[src/rtl/bitbang_cfg_serializer.sv]
// Serialises configuration words onto the fabric s_clk/s_data pins: each data bit
// is followed by one control-word bit, and each bit pair is framed by one s_clk pulse.
module bitbang_cfg_serializer #(
    parameter int                LANES        = 1,
    parameter int                WORD_W       = 32,
    parameter logic [WORD_W-1:0] CTRL_WORD    = 'h0000FAB1,
    parameter int                PHASE_CYCLES = 1,
    parameter int                CNT_W        = 16
) (
    input  logic                    CLK,
    input  logic                    resetn,
    input  logic [LANES*WORD_W-1:0] in_data,
    input  logic                    in_valid,
    output logic                    in_ready,
    output logic                    s_clk,
    output logic [LANES-1:0]        s_data,
    output logic                    busy,
    output logic [CNT_W-1:0]        words_sent
);

    localparam int PH_W = $clog2(2 * PHASE_CYCLES);
    localparam int J_W  = (WORD_W > 1) ? $clog2(WORD_W) : 1;

    localparam logic [PH_W-1:0] PH_LAST  = PH_W'(PHASE_CYCLES - 1);
    localparam logic [PH_W-1:0] PHD_LAST = PH_W'(2 * PHASE_CYCLES - 1);
    localparam logic [J_W-1:0]  J_LAST   = J_W'(WORD_W - 1);

    typedef enum logic [2:0] {
        IDLE,
        PH_A,
        PH_B,
        PH_C,
        PH_D
    } state_t;

    state_t                  state, state_n;
    logic [PH_W-1:0]         ph_cnt, ph_n;
    logic [J_W-1:0]          bit_idx, idx_n;
    logic [LANES*WORD_W-1:0] shreg, sh_n;
    logic [WORD_W-1:0]       ctrl_sh, ctrl_n;
    logic [CNT_W-1:0]        cnt_n;
    logic                    load;
    logic                    s_clk_n, busy_n, ready_n;
    logic [LANES-1:0]        s_data_n, lane_msb;

    // Next-state logic. The shift registers move one bit per completed PH_D, so the
    // current data bit of every lane is always its MSB. Shifting the whole vector lets
    // a lane's MSB leak into the next lane's LSB, but those bits are never reached
    // before the next load.
    always_comb begin
        state_n = state;
        ph_n    = ph_cnt;
        idx_n   = bit_idx;
        sh_n    = shreg;
        ctrl_n  = ctrl_sh;
        cnt_n   = words_sent;
        load    = 1'b0;

        case (state)
            IDLE: begin
                if (in_valid) begin
                    load = 1'b1;
                end
            end
            PH_A: begin
                if (ph_cnt == PH_LAST) begin
                    state_n = PH_B;
                    ph_n    = '0;
                end else begin
                    ph_n = ph_cnt + 1'b1;
                end
            end
            PH_B: begin
                if (ph_cnt == PH_LAST) begin
                    state_n = PH_C;
                    ph_n    = '0;
                end else begin
                    ph_n = ph_cnt + 1'b1;
                end
            end
            PH_C: begin
                if (ph_cnt == PH_LAST) begin
                    state_n = PH_D;
                    ph_n    = '0;
                end else begin
                    ph_n = ph_cnt + 1'b1;
                end
            end
            PH_D: begin
                if (ph_cnt == PHD_LAST) begin
                    if (bit_idx != J_LAST) begin
                        state_n = PH_A;
                        ph_n    = '0;
                        idx_n   = bit_idx + 1'b1;
                        sh_n    = shreg << 1;
                        ctrl_n  = ctrl_sh << 1;
                    end else begin
                        cnt_n = words_sent + 1'b1;
                        if (in_valid) begin
                            load = 1'b1;
                        end else begin
                            state_n = IDLE;
                            ph_n    = '0;
                        end
                    end
                end else begin
                    ph_n = ph_cnt + 1'b1;
                end
            end
            default: begin
                state_n = IDLE;
                ph_n    = '0;
            end
        endcase

        if (load) begin
            state_n = PH_A;
            ph_n    = '0;
            idx_n   = '0;
            sh_n    = in_data;
            ctrl_n  = CTRL_WORD;
        end
    end

    // Outputs are decoded from the next state so they leave the flops aligned with it.
    always_comb begin
        lane_msb = '0;
        for (int k = 0; k < LANES; k++) begin
            lane_msb[k] = sh_n[k*WORD_W + WORD_W - 1];
        end

        s_clk_n  = (state_n == PH_B) || (state_n == PH_C);
        busy_n   = (state_n != IDLE);
        ready_n  = (state_n == IDLE) ||
                   ((state_n == PH_D) && (ph_n == PHD_LAST) && (idx_n == J_LAST));
        s_data_n = '0;
        case (state_n)
            PH_A, PH_B: s_data_n = lane_msb;
            PH_C, PH_D: s_data_n = {LANES{ctrl_n[WORD_W-1]}};
            default:    s_data_n = '0;
        endcase
    end

    always_ff @(posedge CLK) begin
        if (!resetn) begin
            state      <= IDLE;
            ph_cnt     <= '0;
            bit_idx    <= '0;
            shreg      <= '0;
            ctrl_sh    <= '0;
            words_sent <= '0;
            s_clk      <= 1'b0;
            s_data     <= '0;
            busy       <= 1'b0;
            in_ready   <= 1'b1;
        end else begin
            state      <= state_n;
            ph_cnt     <= ph_n;
            bit_idx    <= idx_n;
            shreg      <= sh_n;
            ctrl_sh    <= ctrl_n;
            words_sent <= cnt_n;
            s_clk      <= s_clk_n;
            s_data     <= s_data_n;
            busy       <= busy_n;
            in_ready   <= ready_n;
        end
    end

endmodule

[config.mk]
export PLATFORM = sky130hd
export DESIGN_NAME = bitbang_cfg_serializer
export DESIGN_NICKNAME = d
export VERILOG_FILES = /design/src/rtl/bitbang_cfg_serializer.sv
export SDC_FILE = /design/constraint.sdc
export NUM_CORES = 1
export LEC_CHECK = 0
export BUFFER_PORTS_ARGS = -buffer_cell sky130_fd_sc_hd__buf_2
export CORE_MARGIN = 2
export CORE_UTILIZATION = 35
export CTS_CLUSTER_SIZE = 30
export DETAILED_ROUTE_END_ITERATION = 10
export SLEW_MARGIN = 30
export SYNTH_ARGS = -nofsm -noshare
export SYNTH_HDL_FRONTEND = slang
export SYNTH_SLANG_ARGS = --single-unit
[constraint.sdc]
create_clock -name CLK -period 4.7 [get_ports CLK]
set_clock_uncertainty 0.1 [all_clocks]
set_input_delay 0.235 -clock CLK [delete_from_list [all_inputs] [get_ports CLK]]
set_output_delay 0.235 -clock CLK [all_outputs]
set_load 0.02 [all_outputs]
* Word-level counts from Yosys, hierarchy flattened *
Cells that the tools add are included.

cells by class
  equal/unequal tests = 10
  add/subtract/negate cells = 3
  reduce and logical (&&, ||, !) cells = 17
  muxes and demuxes = 29
  bitwise operators = 2

operator list
  kind                                                  number
  two-way mux 32 bit                                    8
  two-way mux 3 bit                                     7
  two-way mux 5 bit                                     4
  adder 16 x 1 -> 16 bit (second input constant)        1
  case mux 3 bit (5 select lines)                       1
  equality test 3 x 2 -> 1 bit (second input constant)  4
  AND reduction 3 bit                                   3
  equality test 3 x 1 -> 1 bit (second input constant)  2
  equality test 3 bit (second input constant)           2
  zero test 3 bit                                       2
  two-way mux 1 bit                                     6
  nonzero test 2 bit                                    3
  OR reduction 2 bit                                    3
  adder 5 x 1 -> 5 bit (second input constant)          1
  equality test 5 bit (second input constant)           1
  inequality test 5 bit (second input constant)         1
  case mux 1 bit (2 select lines)                       2
  case mux 1 bit (3 select lines)                       1
  nonzero test 3 bit                                    1
  OR reduction 3 bit                                    1
  logical AND 1 bit                                     2
  logical OR 1 bit                                      2
  NOT 1 bit                                             2
  adder 1 bit (second input constant)                   1

storage, ports and cells
  bits of input ports = 35
  flip-flop bits (word level) = 93
  output and inout bits = 20
  word-level logic and storage cells = 74

* Logic depth before layout (Yosys ltp) *
Gate-level depths: netlist of the first run.

  word-level depth = 9
  gate-level depth with buffers = 7
  depth with buffers taken out = 5

* Worst setup path after synthesis of the first run *
Ideal clock, no wire load.

  kind = register to register
  start = register bit_idx[0]
  end = register words_sent[15]
  period minus slack after synthesis = 2288 ps
  library setup time = 70 ps
  path buffers = 1
  cell stages (with the launch flop) = 7
  setup slack = 2412 ps
  required time = 4530 ps
  data arrival time = 2118 ps
  cell sequence = dfxtp_1 -> ha_1 -> nand4_1 -> or4_1 -> buf_2 -> or4_1 -> a21oi_1

between the ends
  cells in the longest elaborated chain, start to end = 3

RTL lines
  element                        RTL line  RTL
  from (decl)                    38        logic [J_W-1:0] bit_idx, idx_n;
  from (signal assigned)         159       bit_idx <= idx_n;
  inequality test 5 bit          91        if (bit_idx != J_LAST) begin
  NOT 1 bit (no line)            -
  AND reduction 3 bit (no line)  -
  to (signal assigned)           162       words_sent <= cnt_n;
  to (decl)                      18        output logic [CNT_W-1:0] words_sent

Every way passes these cells.
A chain may end at the register's enable or synchronous reset.

* Final worst setup path of the first run *
  start = register bit_idx[0]
  end = register shreg[6]

between the ends
  cells in the longest elaborated chain, start to end = 6
  elaborated cells between the ends (all ways) = 9
  those cells by class = eq/ne (1); mux (4); reduce/logical (4)

RTL lines
  element                          RTL line  RTL
  inequality test 5 bit *          91
  two-way mux 1 bit                91
  two-way mux 1 bit                90        if (ph_cnt == PHD_LAST) begin
  case mux 1 bit (2 select lines)  59        case (state)
  nonzero test 2 bit (no line)     -
  AND reduction 3 bit (no line)    -
  to (signal assigned)             160       shreg <= sh_n;
  to (decl)                        39        logic [LANES*WORD_W-1:0] shreg, sh_n;

Mark *: on every way between the ends. The rest lies on a longest branch, timed or not.

==> flow_summary.toml, run 1 <==
[clock_network]
cts_buffers = 9
cts_setup_buffers = 0
cts_buffer_depth = 2
cts_root_buffer = "clkbuf_16"
clk_latency_ps = 340
cts_max_level = 3
clkSinkCount = 93
cts_resized = 0
holdBufCountCts = 0
cts.reportedPaths.clkPinSlew_ps = 70
cts_tree = "yes"

[floorplanning]
rows = 38
ios = 55
die_area_um2 = 12100
initial_utilization_pct = 36.0
die_x_um = 110
core_area_um2 = 10900
die_h_um = 110

[power]
powerDensity_nw_per_um2 = 388
switching_power_w = 0.000468
p_sw_share_pct = 26.4
intPower_w = 0.00130
power_frac_seq_pct = 50.2
power.static_leakage_nw = 1.59
pwr-share-clk_pct = 39.1
combPwrFrac_pct = 10.7
peakVddDrop_v = 0.000169

[sta]
final-max-slew-violation-count = 0
max_slew_margin_pct = 39.6
hold_violations = 0
final.period_utilization_pct = 63.9
rsz0062_at_grt = "no"
timing.setup.tns_ps = 0
fmax_mhz = 333
finalCriticalPeriod_ps = 3010
worst_slew_pin_slew_ps = 904
finalWorstSetupSlack_ps = 1690
report.final.setup_viol = 0

[critical_path]
crit_arrival_ps = 3150
slowest_stage = "nand2_2"
critical-path-top-delay-family = "simple AND/OR/NAND/NOR gates"
reg2reg_to = "shreg[6]"
path_max_fanout = 49
startpoint = "bit_idx[0]"
criticalPathCategory = "flop to flop"
crit_path_start_kind = "flop"
crit_end = "shreg[6]"
worstPathRequired_ps = 4840
path_buf_inv = 1
rr_worst_depth = 6
cp-end-kind = "flop"
r2r_slack_ps = 1690
path_depth = 6
reg2reg_from = "bit_idx[0]"
cp_cell_sequence = "ha_1, nand4_1, nand2_2, buf_4, nand2_1, a311oi_1"
critPathMaxStageDelay_ps = 890

[worst_hold_path]
worstHoldStart = "in_data[31]"
hold_path.class = "primary input to flop"

[routing]
wirelength_um = 8890
drtAntennaViolNets = 0
first_pass_iters = 5
vias_per_cell = 5.36
drc_errors = 0
wl_per_cell_um = 13.3
vias = 3582
drt_iter0_drc = 240

[finish]
areaGrowthSynthToFinish_pct = 15.8
final_nets = 560
n_antenna_cell = 0
drive_above_1_share_pct = 15.5
fin_area_um2 = 4560
fin_util_pct = 41.7
instances_no_fill = 668

[synth]
yosys_register_bits = 93
syn_inst = 495
yosysSeqAreaShare_pct = 47.3
yosys_warnings = 0
async_reset_ff_share_pct = 0
synth-edff-count = 0
syn-cell-area_um2 = 3940
syn-num-nets = 532
synth.avg_cell_area_um2 = 7.96
synth_cell_type_count = 43
ys.flop_type = "dfxtp_1"

[placed_design]
dpl_worst_slack_ps = 1690
place_inst = 652
gp_congestion = 0.815
place_hpwl_um = 5450
portBuffers = 54
place_area_um2 = 4280

[run_status]
status = "complete, no violations"

[global_route]
grt_pass1_wl_um = 14800
overflow = 0
antenna_found_initial = 0
track_usage_pct = 15.2
grt_max_degree = 50
grt_pass1_vias = 3255

[job]
maxCapViolations = 0
## worst min-delay path: cells and delay by family
family / cells / cell delay [ps]
buffers and inverters: 1 / 90
AOI/OAI and AO/OA: 1 / 80
and+or+nand+nor: 1 / 80
## routing by layer
metal  global-route usage [%]  vias up  wire (um)
met2                     24.3       78       4180
met1                     19.2     1689       4200
met4                     7.41        0        152
met3                     3.53        9        358
met5                        0        -          0
li1                         -     1806          -
## Yosys cell counts (4+ instances only)
cell type | count | area share, %
buf_2 | 4 | 0.51
or3_1 | 8 | 1.3
nand3_1 | 8 | 1.0
a311oi_1 | 30 | 6.7
inv_1 | 5 | 0.48
nor3_1 | 40 | 5.1
dfxtp_1 | 93 | 47
o21ai_0 | 12 | 1.5
and3_1 | 4 | 0.64
nor2_1 | 17 | 1.6
clkbuf_1 | 38 | 3.6
a31oi_1 | 9 | 1.4
xnor2_1 | 7 | 1.6
a21oi_1 | 39 | 5.0
nand4_1 | 4 | 0.64
or4_1 | 4 | 0.76
nand2_1 | 133 | 13
and4_1 | 4 | 0.89
## how the worst min path moves through the flow
stage,end,slack [ps],cells past startpoint
global placement,ctrl_sh[2],340,2
floorplan,ph_cnt,280,1
CTS,shreg[31],80,3
finish,shreg[31],80,3
detailed placement,ctrl_sh[26],340,2
global route,shreg[31],100,3
## per-stage QoR
step | power, W | hold WS [ps]
final | 0.00177 | 79.0
after global routing | 0.00185 | 101
after CTS | 0.00179 | 76.6
after detailed placement | 0.00109 | 344
after global placement | 0.00109 | 337
after floorplan | 0.00104 | 281
## registers in the layout, summed over array words and instances, names as in the netlist
register    flops
in_ready        1
shreg          32
state           3
ph_cnt          1
s_clk           1
s_data          1
words_sent     16
bit_idx         5
ctrl_sh        32
busy            1
## area by class of cell
class	instances	area, um^2
Clock buffer	10	239
Fill cell	1131	6370
Tap cell	140	175
Inverter	6	22.5
Clock inverter	6	46.3
Timing Repair Buffer	59	308
Sequential cell	93	1860
Multi-Input combinational cell	354	1910
## layout by cell type (no fill, tap or decap), drive strengths merged, types with 2 or more instances in the layout
| cell type | count |
|---|---|
| a31oi | 9 |
| ha | 2 |
| nand4 | 4 |
| and3 | 4 |
| buf | 59 |
| and4 | 4 |
| nor2 | 17 |
| o31ai | 3 |
| a21oi | 39 |
| a311oi | 30 |
| xnor2 | 7 |
| or3 | 8 |
| o21ai | 12 |
| dfxtp | 93 |
| nor3 | 40 |
| nand2b | 3 |
| nand3b | 2 |
| o32ai | 2 |
| clkbuf | 10 |
| nand3 | 8 |
| or4 | 4 |
| inv | 7 |
| clkinv | 4 |
| nor2b | 2 |
| o211ai | 2 |
| or3b | 2 |
| a21boi | 3 |
| nand2 | 133 |
## cell families (layout without fill, tap and decap cells)
kind of cell	after synthesis	count (layout)	share of synthesized area (%)
compound gates	107	107	18.1
xor+xnor	8	8	1.78
fa+ha+maj	2	2	0.635
buf+inv	48	81	4.70
flops	93	93	47.3
mux	1	1	0.254
simple gates	236	236	27.2
## power groups by stage
| stage | sequential, W | clock, W | combinational (W) |
|---|---|---|---|
| after floorplan | 0.000895 | 0 | 0.000145 |
| after detailed placement | 0.000903 | 0 | 0.000190 |
| final | 0.000888 | 0.000692 | 0.000189 |
| after CTS | 0.000887 | 0.000716 | 0.000191 |
| after global routing | 0.000895 | 0.000746 | 0.000214 |
| after global placement | 0.000903 | 0 | 0.000186 |
Note: power is estimated with default switching activity, not from simulation.
==> inputs of run 2 (changes only) <==
Settings changed: ABC_AREA set to 1.
Clock period 4.7 ns to 2.74 ns, I/O delays scaled along.
==> run 2 against run 1 <==
  * Combinational power increased by 58%
  * Via count increased by 4.8%
  * Design area increased by 7.0%
  * Critical path depth increased by 5
  * Core utilization increased by 2.9 points
  * Sequential power increased by 64%
==> flow_summary.toml, run 2 <==
[finish]
final_common_cell = "nand2_1"
areaGrowthSynthToFinish_pct = 23.3
drive_above_1_share_pct = 14.1
final_nets = 656
instances_no_fill = 764
reg.largest.list = "ctrl_sh (32), shreg (32), words_sent (16)"
final_cell_mix = "nand2_1 (190), dfxtp_1 (93), buf_2 (54)"
fillers = 1101
n_antenna_cell = 0

[critical_path]
critPathMaxStageDelay_ps = 430
reg2reg_to = "in_ready"
r2r_slack_ps = 540
startpoint = "bit_idx[0]"
path_max_fanout = 45
slowest_stage = "buf_4"
cp_common_cell = "nand2_2"
criticalPathCategory = "flop to flop"
path_buf_inv = 1
critical-path-top-delay-family = "simple AND/OR/NAND/NOR gates"
worstPathRequired_ps = 2910
path_depth = 11
crit_path_start_kind = "flop"
rr_worst_depth = 11
reg2reg_from = "bit_idx[0]"
cp_cell_sequence = "ha_1, nand3_1, nor2_1, nand2_2, nand2_2, nand2_2, buf_4, nand2_2, nand2_1, nand3_1, nand2_1"
crit_arrival_ps = 2380
cp-end-kind = "flop"

[placed_design]
gp_congestion = 0.811
place_inst = 716
portBuffers = 54
place_hpwl_um = 5810

[floorplanning]
die_h_um = 110
core_area_um2 = 10900
rows = 38
die_area_um2 = 12200
ios = 55
initial_utilization_pct = 36.2
die_x_um = 110

[run_status]
status = "complete, no violations"

[sta]
max_slew_margin_pct = 39.1
final.period_utilization_pct = 80.4
final-max-slew-violation-count = 0
worst_slew_pin_slew_ps = 913
rsz0062_at_grt = "no"
finalCriticalPeriod_ps = 2200
fmax_mhz = 454
hold_violations = 0
report.final.setup_viol = 0
timing.setup.tns_ps = 0

[clock_network]
cts_tree = "yes"
clk_latency_ps = 330
cts_buffer_depth = 2
cts_root_buffer = "clkbuf_16"
cts.reportedPaths.clkPinSlew_ps = 60
cts_buffers = 9
clkSinkCount = 93
cts_max_level = 3

[synth]
synth_top_cells_by_area = "dfxtp_1 (47%), nand2_1 (18%), a31oi_1 (6.0%)"
yosysSeqAreaShare_pct = 47.0
yosys_register_bits = 93
synth-edff-count = 0
yosys.area.top_type = "dfxtp_1"
ys.flop_type = "dfxtp_1"
yosys_warnings = 0
async_reset_ff_share_pct = 0
yosysMostFrequentCell = "nand2_1"
synth_commonest_cells = "nand2_1 (190), dfxtp_1 (93), nand3_1 (47), a21oi_1 (41), a31oi_1 (38)"
syn-num-nets = 583
syn-cell-area_um2 = 3960
synth.top_cell.area_share_pct = 47.0
synth_cell_type_count = 28
syn_inst = 546
synth.avg_cell_area_um2 = 7.25

[routing]
first_pass_iters = 4
vias_per_cell = 4.91
drc_errors = 0
wirelength_um = 9220
drtAntennaViolNets = 0
drt_iter0_drc = 272
wl_per_cell_um = 12.1
vias = 3755

[global_route]
grt_pass1_wl_um = 14900
track_usage_pct = 15.3
grt_max_degree = 54
grt_pass1_vias = 3407
overflow = 0
antenna_found_initial = 0

[power]
power_frac_seq_pct = 50.1
switching_power_w = 0.000730
powerDensity_nw_per_um2 = 598
power.static_leakage_nw = 1.88
peakVddDrop_v = 0.000245
intPower_w = 0.00219
pwr-share-clk_pct = 39.7
combPwrFrac_pct = 10.2
p_sw_share_pct = 25.0

[worst_hold_path]
holdPathStages = 3
hold_path.class = "primary input to flop"
worstHoldEndpoint = "words_sent[11]"
worstHoldStart = "resetn"

[job]
maxCapViolations = 0
run 2: changes by cell type after synthesis, sizes merged, moves of 17 or more:
cell,delta
nand2,+64
nand3,+39
nor3,-32
a311oi,-30
a31oi,+29
clkbuf,-28
inv,+22
buf,+17
run 2: metal layers:
metal  global-route usage (%)  vias to the layer above  wire [um]
li1                         -                     1943          -
met1                     18.9                     1725       4350
met2                     26.6                       74       4330
met3                     2.41                       13        381
met5                        0                        -          0
met4                     6.34                        0        155
run 2: what timing repair did:
action,4_1_cts,5_1_grt
endpoints found under the hold margin,32,0
setup buffers,0,0
gates resized for setup,0,0
hold buffers,32,0
run 2: worst reg2reg max path, delay by kind of cell, from the launching register on:
family,cells,cell delay (ps)
buffers and inverters,1,430
and+or+nand+nor,9,1070
adders and majority gates,1,230
DFF,1,330
run 2: kinds of logic (layout without fill, tap and decap cells):
kind of cell             Yosys count  in the layout  synth area share, %
AND/OR/NAND/NOR                  294            294                 31.0
AO/OA/AOI/OAI                     94             94                 13.3
flip-flops                        93             93                 47.0
buffers and inverters             59            137                 7.11
XOR/XNOR                           4              4                0.885
adder cells (fa/ha/maj)            2              2                0.632
run 2: area by class of cell:
class	instances	area (um^2)	area share, %
sequential	93	1860	38.2
inverter	28	106	2.18
clock buffer	11	243	4.97
multi-input combinational	394	1810	37.2
clock inverter	5	36.3	0.744
timing repair buffer	93	643	13.2
tap	140	175	3.59
run 2: worst max path at each step:
stage	endpoint	slack, ps
finish	in_ready	540
global route	s_data	340
CTS	in_ready	540
detailed placement	busy	550
global placement	s_data	590
floorplan	words_sent[14]	1030
run 2: per-stage QoR:
stage | total power (W) | area, um^2 | setup WS (ps) | hold slack, ps | util (%)
floorplan | 0.00169 | 3960 | 1030 | 184 | -
global placement | 0.00175 | 4280 | 587 | 310 | 39.1
detailed placement | 0.00175 | 4280 | 553 | 308 | 39.1
CTS | 0.00295 | 4880 | 536 | 52.9 | 44.6
global route | 0.00304 | 4880 | 335 | 79.5 | 44.6
finish | 0.00292 | 4880 | 536 | 59.1 | 44.6
run 2: power by group through the flow:
stage	combinational (W)	clock [W]	sequential (W)
2_1_floorplan	0.000196	0	0.00149
3_3_place_gp	0.000258	0	0.00149
3_5_place_dp	0.000265	0	0.00149
4_1_cts	0.000300	0.00119	0.00146
5_1_grt	0.000337	0.00124	0.00147
6_report	0.000298	0.00116	0.00146
